## src/rtl/warp_fetch.sv

```systemverilog
// warp_fetch: AHB-lite instruction fetch manager for the dual-issue front end.
// Fetches one 64-bit word (two instruction slots) per single transfer and
// hands each pair downstream on a registered valid/ready interface.
//
// state   | meaning
// --------+----------------------------------------------------------
// S_RESET | just out of reset, bus idle
// S_ADDR  | address phase, NONSEQ driven at req_addr
// S_DATA  | data phase, waiting for HREADY
// S_HOLD  | packet presented, waiting for downstream handshake
// S_FAULT | bus error delivered, parked until a redirect
module warp_fetch #(
    parameter logic [63:0] RESET_PC = 64'h0
) (
    input  logic        i_clk,
    input  logic        i_rst,
    input  logic        i_redirect_valid,
    input  logic [63:0] i_redirect_pc,
    output logic [63:0] o_ahb_haddr,
    output logic [1:0]  o_ahb_htrans,
    output logic [2:0]  o_ahb_hburst,
    output logic [2:0]  o_ahb_hsize,
    output logic [3:0]  o_ahb_hprot,
    output logic        o_ahb_hwrite,
    input  logic [63:0] i_ahb_hrdata,
    input  logic        i_ahb_hready,
    input  logic        i_ahb_hresp,
    output logic        o_output_valid,
    input  logic        i_output_ready,
    output logic [63:0] o_output_pc,
    output logic [63:0] o_output_insn,
    output logic [1:0]  o_output_mask,
    output logic        o_output_fault
);

    typedef enum logic [2:0] {
        S_RESET,
        S_ADDR,
        S_DATA,
        S_HOLD,
        S_FAULT
    } state_t;

    localparam logic [1:0] HTRANS_IDLE   = 2'b00;
    localparam logic [1:0] HTRANS_NONSEQ = 2'b10;

    state_t      state;
    state_t      state_next;
    logic [63:0] pc;
    logic [63:0] pc_next;
    logic [63:0] req_addr;
    logic        kill;
    logic        kill_next;
    logic        load_pkt;
    logic        load_fault;
    logic        handshake;

    logic [63:0] out_pc;
    logic [63:0] out_insn;
    logic [1:0]  out_mask;
    logic        out_fault;
    logic        out_valid;

    // Byte offset within a slot is meaningless for fetch.
    logic        unused_redirect_bits;
    assign unused_redirect_bits = ^i_redirect_pc[1:0];

    assign handshake = out_valid && i_output_ready;

    // Next-state, next-pc and packet-load decisions; redirect overrides last.
    always_comb begin
        state_next = state;
        pc_next    = pc;
        kill_next  = kill;
        load_pkt   = 1'b0;
        load_fault = 1'b0;

        case (state)
            S_RESET: state_next = S_ADDR;
            S_ADDR: begin
                if (i_ahb_hready) state_next = S_DATA;
            end
            S_DATA: begin
                if (i_ahb_hready) begin
                    if (kill) begin
                        kill_next  = 1'b0;
                        state_next = S_ADDR;
                    end else if (i_ahb_hresp) begin
                        load_pkt   = 1'b1;
                        load_fault = 1'b1;
                        state_next = S_HOLD;
                    end else begin
                        load_pkt   = 1'b1;
                        state_next = S_HOLD;
                    end
                end
            end
            S_HOLD: begin
                if (handshake) begin
                    pc_next    = {pc[63:3] + 61'd1, 3'b000};
                    state_next = out_fault ? S_FAULT : S_ADDR;
                end
            end
            S_FAULT: state_next = S_FAULT;
            default: state_next = S_RESET;
        endcase

        if (i_redirect_valid) begin
            pc_next = {i_redirect_pc[63:2], 2'b00};
            case (state)
                // Address phase already committed on the bus: let it finish, drop its data.
                S_ADDR: kill_next = 1'b1;
                S_DATA: begin
                    if (i_ahb_hready) begin
                        kill_next  = 1'b0;
                        load_pkt   = 1'b0;
                        load_fault = 1'b0;
                        state_next = S_ADDR;
                    end else begin
                        kill_next = 1'b1;
                    end
                end
                default: state_next = S_ADDR;
            endcase
        end
    end

    // Control state: FSM, fetch pc, kill flag and the held transfer address.
    always_ff @(posedge i_clk or posedge i_rst) begin
        if (i_rst) begin
            state    <= S_RESET;
            pc       <= {RESET_PC[63:2], 2'b00};
            kill     <= 1'b0;
            req_addr <= 64'h0;
        end else begin
            state <= state_next;
            pc    <= pc_next;
            kill  <= kill_next;
            if ((state_next == S_ADDR) && (state != S_ADDR)) begin
                req_addr <= {pc_next[63:3], 3'b000};
            end
        end
    end

    // Registered output packet; valid follows occupancy of S_HOLD.
    always_ff @(posedge i_clk or posedge i_rst) begin
        if (i_rst) begin
            out_pc    <= 64'h0;
            out_insn  <= 64'h0;
            out_mask  <= 2'b00;
            out_fault <= 1'b0;
            out_valid <= 1'b0;
        end else begin
            out_valid <= (state_next == S_HOLD);
            if (load_pkt) begin
                out_pc    <= pc;
                out_insn  <= load_fault ? 64'h0 : i_ahb_hrdata;
                out_mask  <= load_fault ? 2'b00 : (pc[2] ? 2'b10 : 2'b11);
                out_fault <= load_fault;
            end
        end
    end

    assign o_ahb_haddr  = req_addr;
    assign o_ahb_htrans = (state == S_ADDR) ? HTRANS_NONSEQ : HTRANS_IDLE;
    assign o_ahb_hburst = 3'b000;
    assign o_ahb_hsize  = 3'b011;
    assign o_ahb_hprot  = 4'b0010;
    assign o_ahb_hwrite = 1'b0;

    assign o_output_valid = out_valid;
    assign o_output_pc    = out_pc;
    assign o_output_insn  = out_insn;
    assign o_output_mask  = out_mask;
    assign o_output_fault = out_fault;

endmodule

```

## config.mk

```make
export PLATFORM = sky130hd
export DESIGN_NAME = warp_fetch
export DESIGN_NICKNAME = d
export VERILOG_FILES = /design/src/rtl/warp_fetch.sv
export SDC_FILE = /design/constraint.sdc
export NUM_CORES = 1
export LEC_CHECK = 0
export BUFFER_PORTS_ARGS = -buffer_cell sky130_fd_sc_hd__buf_2
export CAP_MARGIN = 10
export CELL_PAD_IN_SITES_DETAIL_PLACEMENT = 0
export CELL_PAD_IN_SITES_GLOBAL_PLACEMENT = 1
export CORE_MARGIN = 2
export CORE_UTILIZATION = 43
export DETAILED_ROUTE_END_ITERATION = 10
export MAX_ROUTING_LAYER = met4
export PLACE_DENSITY_LB_ADDON = 0.1
export REMOVE_ABC_BUFFERS = 1
export SLEW_MARGIN = 20
export SYNTH_ARGS = -nofsm -noshare
export SYNTH_HDL_FRONTEND = slang
export SYNTH_SLANG_ARGS = --single-unit
```

## constraint.sdc

```tcl
create_clock -name i_clk -period 12.2 [get_ports i_clk]
set_input_delay 1.83 -clock i_clk [delete_from_list [all_inputs] [get_ports i_clk]]
set_output_delay 1.83 -clock i_clk [all_outputs]
set_load 0.005 [all_outputs]
```

==> results.toml, run 1 <==
[synthesis]
synth-edff-count = 0
dominantRegCellSynth = "dfrtp_1"
ys_top_cells_by_area = "dfrtp_1 (54%), nand2_1 (12%), mux2_2 (7.1%)"
syn_area_mm2 = 0.01200
synth_area_per_cell_um2 = 9.868
netlist.top_cell.by_area = "dfrtp_1"
ys_seq_area_share_pct = 53.60
yosysWarnings = 0
synth_seq_cells = 257
yosysUniqueCellTypes = 53
postSynthCellCount = 1216
synth_top_area_share_pct = 53.60
synth-async-reset-ratio_pct = 100.0

[power_and_ir_drop]
p_leak_nw = 7.518
power_mw = 3.160
power_density_mw_per_mm2 = 212.9
vdd_drop_max_uv = 165.2

[detailed_routing]
ant_nets = 0
wire_per_inst_um = 18.14
first_pass_iters = 5
routed_wl_mm = 34.67
detail_route.iter0.violations = 655
routed-via-count = 9835
route.detailed.drc = 0
vias_per_cell = 5.147

[sta]
whs_ns = 0.4568
tns_ns = 0
slew_viol_final = 0
finClkSkew_ns = 0.02517
finalHoldViolCount = 0
setup_viol = 0
fin_ws_ns = 7.873
period_minus_slack_ns = 4.327
min_period_over_period_pct = 35.47
rsz0062_at_grt = "no"
worst-slew-pin-transition_ns = 1.008
max_freq_ghz = 0.2311
relSlewSlack_pct = 32.83

[worst_setup_path]
reg2reg_slack_ns = 8.81
end_kind = "flop"
critPathLaunch = "i_redirect_valid"
start_kind = "primary input"
worstRegToRegCells = 6
r2r-end = "o_ahb_haddr[54]"
critPathMaxFanout = 84
rr_startpoint = "state[0]"
crit_type = "in2reg"
crit_end = "o_output_pc[51]"
crit_required_ns = 12.60
arrival_ns = 4.73

[cts]
clock_latency_ns = 0.56
tritoncts = "yes"
postCtsSetupBuffers = 0
clockBufferDepth = 3
clkTransAtPathRegs_ns = 0.06
cts_root_buf = "clkbuf_16"
h-tree-depth = 1
cts_made_buffers = 29
cts_hold_repair.buffers = 0
post_cts_resized = 0
cts_sinks = 257

[final_layout]
multi_input_area_mm2 = 0.005201
final_cells = 1911
fin_area_mm2 = 0.01484
drive_gt1_share_pct = 30.96
final-seq-area_mm2 = 0.006431
fin_util_pct = 53.71
fill_cells = 2673
nets = 1644
syn2layout_area_growth_pct = 23.68

[run_status]
run_status = "complete, no violations"

[floorplan]
io_pins = 343
start_util_pct = 43.43
coreArea_mm2 = 0.02763
dieHeight_um = 171.0
dieWidth_um = 171.0
row_count = 61
die_area_mm2 = 0.02926

[global_route]
grt_max_degree = 116
grt_pass1_wl_mm = 53.78
grt_usage_pct = 23.99
grt_pass1_vias = 9609
antenna_found_initial = 2
grt.overflow.total = 0

[placement]
io_buffers = 323
hpwl_mm = 23.46
place.gp.congestion = 0.8753
dp.cells = 1855
dpl_cell_area_mm2 = 0.01384
pre_cts_ws_ns = 7.242

[run]
cap_violations = 0

[hold_path]
hold_class = "reg2reg"
cell families after synthesis:
family          after synthesis  share of synthesized area [%]
compound gates               62                          3.191
simple gates                660                          27.45
flops                       257                          53.60
xor+xnor                     48                          3.504
mux                          91                          8.457
other cells                   2                        0.06259
buf+inv                      95                          3.639
fa+ha+maj                     1                         0.1043
critical path, stage by stage:
cell      delay [ns]
buf_2           0.07
buf_4           0.60
clkinv_1        0.21
buf_4           0.37
nand2_4         0.55
buf_4           0.79
o21ai_0         0.17
cell usage after synthesis (5+ instances only):
cell type,number
nor4_1,22
nand4_1,44
dfrtp_1,257
and3_1,8
nor4_4,5
buf_2,10
o21ai_0,28
and4_1,12
buf_4,18
mux2_2,76
nor3_1,18
inv_1,9
buf_1,9
nand3_1,26
and2_1,8
xnor2_1,28
o31ai_1,8
nor2_1,37
clkbuf_1,49
or4_1,6
nand3b_1,67
mux2i_1,11
a21oi_1,8
nor2b_1,9
nand2_1,378
xor2_1,20
power breakdown:
part           switching (mW)  total (mW)  internal, mW
clock network           0.355       0.900         0.545
logic                   0.459       0.918         0.459
registers               0.185        1.34          1.16
total                   0.999        3.16          2.16
registers in the layout (all words and copies together), names as in the netlist:
register and cells:
o_output_mask 2, pc 62, kill 1, state 3, o_output_insn 64, o_output_valid 1, o_output_fault 1, o_output_pc 62
o_ahb_haddr 61
area by class of cell:
cell class / instances / share of cell area (%)
Clock buffer: 41 / 5.463
Timing Repair Buffer: 333 / 11.53
Clock inverter: 12 / 1.121
Tap cell: 378 / 3.187
Antenna cell: 2 / 0.03372
Inverter: 9 / 0.2782
Multi-Input combinational cell: 879 / 35.05
Sequential cell: 257 / 43.34
layout by cell type, fill, tap and decap left out, types with 5 or more instances in the layout:
cell / n
clkinv_2: 6
nand4_1: 44
inv_1: 7
mux2_2: 76
xnor2_1: 28
or4_1: 6
o31ai_1: 8
mux2i_1: 11
buf_4: 8
dfrtp_1: 257
xor2_1: 20
nor2_1: 37
and3_1: 8
nand2_1: 377
and4_1: 12
buf_2: 323
nand3b_1: 67
clkbuf_16: 29
nor4_4: 5
nand3_1: 26
and2_1: 8
nor4_1: 21
conb_1: 17
nor3_1: 18
o21ai_0: 28
a21oi_1: 8
clkbuf_1: 8
nor2b_1: 9
metal layers:
layer	part of all wire (%)	global-route usage (%)	up-vias	routed length, um
met2	47	38.34	354	16400
met3	6.5	3.724	56	2258
met4	2.3	6.632	0	786
met1	44	31.93	4720	15230
met5	0	-	-	0
li1	-	-	4705	-
how the worst min path moves through the flow:
stage                     slack (ns)           endpoint  cells past startpoint         startpoint
final                           0.46  o_output_insn[41]                      2  o_output_insn[41]
after floorplan                 0.45   o_output_mask[0]                      1              pc[2]
after CTS                       0.46  o_output_insn[41]                      2  o_output_insn[41]
after detailed placement        0.45  o_output_insn[41]                      2  o_output_insn[41]
after global routing            0.48  o_output_insn[29]                      2  o_output_insn[29]
after global placement          0.44  o_output_insn[23]                      2  o_output_insn[23]
No activity file was read; power rests on OpenSTA's default activity.
==> inputs of run 2 (changes only) <==
--- a/config.mk
+++ b/config.mk
@@ -5,12 +5,13 @@
 export SDC_FILE = /design/constraint.sdc
 export NUM_CORES = 1
 export LEC_CHECK = 0
+export ABC_AREA = 1
 export BUFFER_PORTS_ARGS = -buffer_cell sky130_fd_sc_hd__buf_2
 export CAP_MARGIN = 10
 export CELL_PAD_IN_SITES_DETAIL_PLACEMENT = 0
 export CELL_PAD_IN_SITES_GLOBAL_PLACEMENT = 1
 export CORE_MARGIN = 2
-export CORE_UTILIZATION = 43
+export CORE_UTILIZATION = 38
 export DETAILED_ROUTE_END_ITERATION = 10
 export MAX_ROUTING_LAYER = met4
 export PLACE_DENSITY_LB_ADDON = 0.1
==> constraint.sdc (replaced) <==
create_clock -name i_clk -period 4.5 [get_ports i_clk]
set_input_delay 0.675 -clock i_clk [delete_from_list [all_inputs] [get_ports i_clk]]
set_output_delay 0.675 -clock i_clk [all_outputs]
set_load 0.005 [all_outputs]
==> results.toml, run 2 <==
[worst_setup_path]
critical_path_buf_inv_count = 2
crit_type = "reg2reg"
cp_cell_sequence = "nor3_2 > nand3_1 > nor2_4 > inv_4 > nor2_4 > buf_12 > a22o_1"
r2r-end = "o_output_insn[3]"
end_kind = "flop"
start_kind = "flop"
worstRegToRegCells = 7
critPathMaxFanout = 51
reg2reg_slack_ns = 1.57
cp_top_family = "simple AND/OR/NAND/NOR gates"
crit_required_ns = 4.98
rr_startpoint = "state[0]"
arrival_ns = 3.40
critPathMaxStageDelay_ns = 0.69
crit_path_frequent_cell = "nor2_4"
crit_slowest_cell = "nor2_4"

[placement]
place.gp.congestion = 0.8733
dp.cells = 2120
io_buffers = 323
hpwl_mm = 27.41

[synthesis]
postSynthCellCount = 1449
synthTopCellsByCount = "nand2_1 (532), dfrtp_1 (257), nor2_1 (118)"
syn_area_mm2 = 0.01195
synth_top_area_share_pct = 53.82
synth_area_per_cell_um2 = 8.246
yosysUniqueCellTypes = 34
synth-edff-count = 0
dominantRegCellSynth = "dfrtp_1"
synth_seq_cells = 257
synth_most_common_cell = "nand2_1"
netlist.top_cell.by_area = "dfrtp_1"
synth-async-reset-ratio_pct = 100.0
yosysWarnings = 0
ys_seq_area_share_pct = 53.82
ys_top_cells_by_area = "dfrtp_1 (54%), nand2_1 (17%), a22o_1 (4.8%)"

[floorplan]
die_area_mm2 = 0.03288
coreArea_mm2 = 0.03075
io_pins = 343
dieHeight_um = 181.3
row_count = 64
start_util_pct = 38.86
dieWidth_um = 181.3

[global_route]
antenna_found_initial = 1
grt_max_degree = 129
grt_usage_pct = 23.83
grt_pass1_vias = 10340
grt_pass1_wl_mm = 59.61
grt.overflow.total = 0

[detailed_routing]
routed_wl_mm = 38.39
detail_route.iter0.violations = 668
first_pass_iters = 5
route.detailed.drc = 0
ant_nets = 0
wire_per_inst_um = 17.67
vias_per_cell = 4.878
routed-via-count = 10600

[sta]
period_minus_slack_ns = 2.925
max_freq_ghz = 0.3419
finalHoldViolCount = 0
finClkSkew_ns = 0.01410
min_period_over_period_pct = 65.00
worst-slew-pin-transition_ns = 0.8536
rsz0062_at_grt = "no"
setup_viol = 0
relSlewSlack_pct = 43.09
whs_ns = 0.2669
slew_viol_final = 0

[final_layout]
largest_reg_flops = 64
syn2layout_area_growth_pct = 23.05
final_cells = 2172
drive_gt1_share_pct = 23.55
fin_util_pct = 47.81
final_common_cell = "nand2_1"
nets = 1890
final_cell_mix = "nand2_1 (532), buf_2 (323), dfrtp_1 (257)"

[cts]
h-tree-depth = 1
clockBufferDepth = 3
cts_hold_repair.buffers = 0
cts_made_buffers = 29
cts_root_buf = "clkbuf_16"
cts_sinks = 257
clock_latency_ns = 0.55
postCtsSetupBuffers = 0
tritoncts = "yes"
post_cts_resized = 0
clkTransAtPathRegs_ns = 0.06

[power_and_ir_drop]
p_leak_nw = 7.947
power_density_mw_per_mm2 = 512.7
vdd_drop_max_uv = 353.2
power_mw = 7.538

[run]
cap_violations = 0

[hold_path]
hold_class = "in2async"

[run_status]
run_status = "complete, no violations"
-- run 2: changes by cell type after synthesis, moves of 20 or more --
cell      change
nor2_1       +81
or2_2        +20
nand3_1      +77
inv_1        +93
xnor2_1      -28
nand4_1      -31
nand2_1     +154
mux2_2       -76
clkbuf_1     -24
nand3b_1     -65
o21ai_0      +55
a22o_1       +65
nor4_1       -22
-- run 2: worst register-to-register path: stages, from the launching register on --
cell	delay [ns]
dfrtp_1	0.44
nor3_2	0.29
nand3_1	0.18
nor2_4	0.43
inv_4	0.34
nor2_4	0.71
buf_12	0.29
a22o_1	0.17
-- run 2: metrics by stage --
stage               instance area [um2]  setup TNS, ns  worst slack, ns
floorplan                         11570        -833.99           -3.245
global placement                  13820              0            1.549
finish                            14700              0            1.575
global route                      14700              0            1.307
detailed placement                13820              0            1.504
CTS                               14700              0            1.558
-- run 2: cells by family after synthesis --
| group | count (synthesis) | synth area share (%) |
|---|---|---|
| AO/OA/AOI/OAI | 178 | 9.801 |
| XOR/XNOR | 11 | 0.8063 |
| adder cells (fa/ha/maj) | 1 | 0.1047 |
| buffers and inverters | 180 | 6.974 |
| flip-flops | 257 | 53.82 |
| other | 2 | 0.06285 |
| AND/OR/NAND/NOR | 820 | 28.43 |
-- run 2: report_power, final --
part	internal (mW)	leakage (nW)	total (mW)	switching, mW
Combinational	0.832	4.18	2.04	1.20
Sequential	2.91	3.33	3.28	0.369
Clock	1.28	0.435	2.22	0.940
Total	5.02	7.95	7.54	2.51
-- run 2: how the worst max path moves through the flow --
| stage | from | cells after the start | to | slack [ns] |
|---|---|---|---|---|
| floorplan | i_rst | 1 | kill | -3.25 |
| global placement | i_ahb_hready | 7 | o_output_insn[10] | 1.55 |
| detailed placement | i_ahb_hready | 7 | o_output_insn[9] | 1.50 |
| CTS | state[0] | 7 | o_output_insn[38] | 1.56 |
| global route | state[0] | 7 | o_output_insn[3] | 1.31 |
| finish | state[0] | 7 | o_output_insn[3] | 1.57 |
-- run 2: area by class of cell --
type / count / area (um2)
fill: 3140 / 16050
sequential: 257 / 6431
multi-input combinational: 1027 / 4746
antenna: 1 / 2.502
inverter: 106 / 407.9
clock buffer: 44 / 842.1
timing repair buffer: 334 / 1737
clock inverter: 7 / 41.29
tap: 396 / 495.5
-- run 2: routing by layer --
metal | up-vias | GRT usage (%) | wire length, um
met2 | 338 | 38.34 | 17950
met3 | 35 | 3.911 | 2503
met1 | 4982 | 32.05 | 17380
met5 | - | - | 0
li1 | 5240 | - | -
met4 | 0 | 4.650 | 557
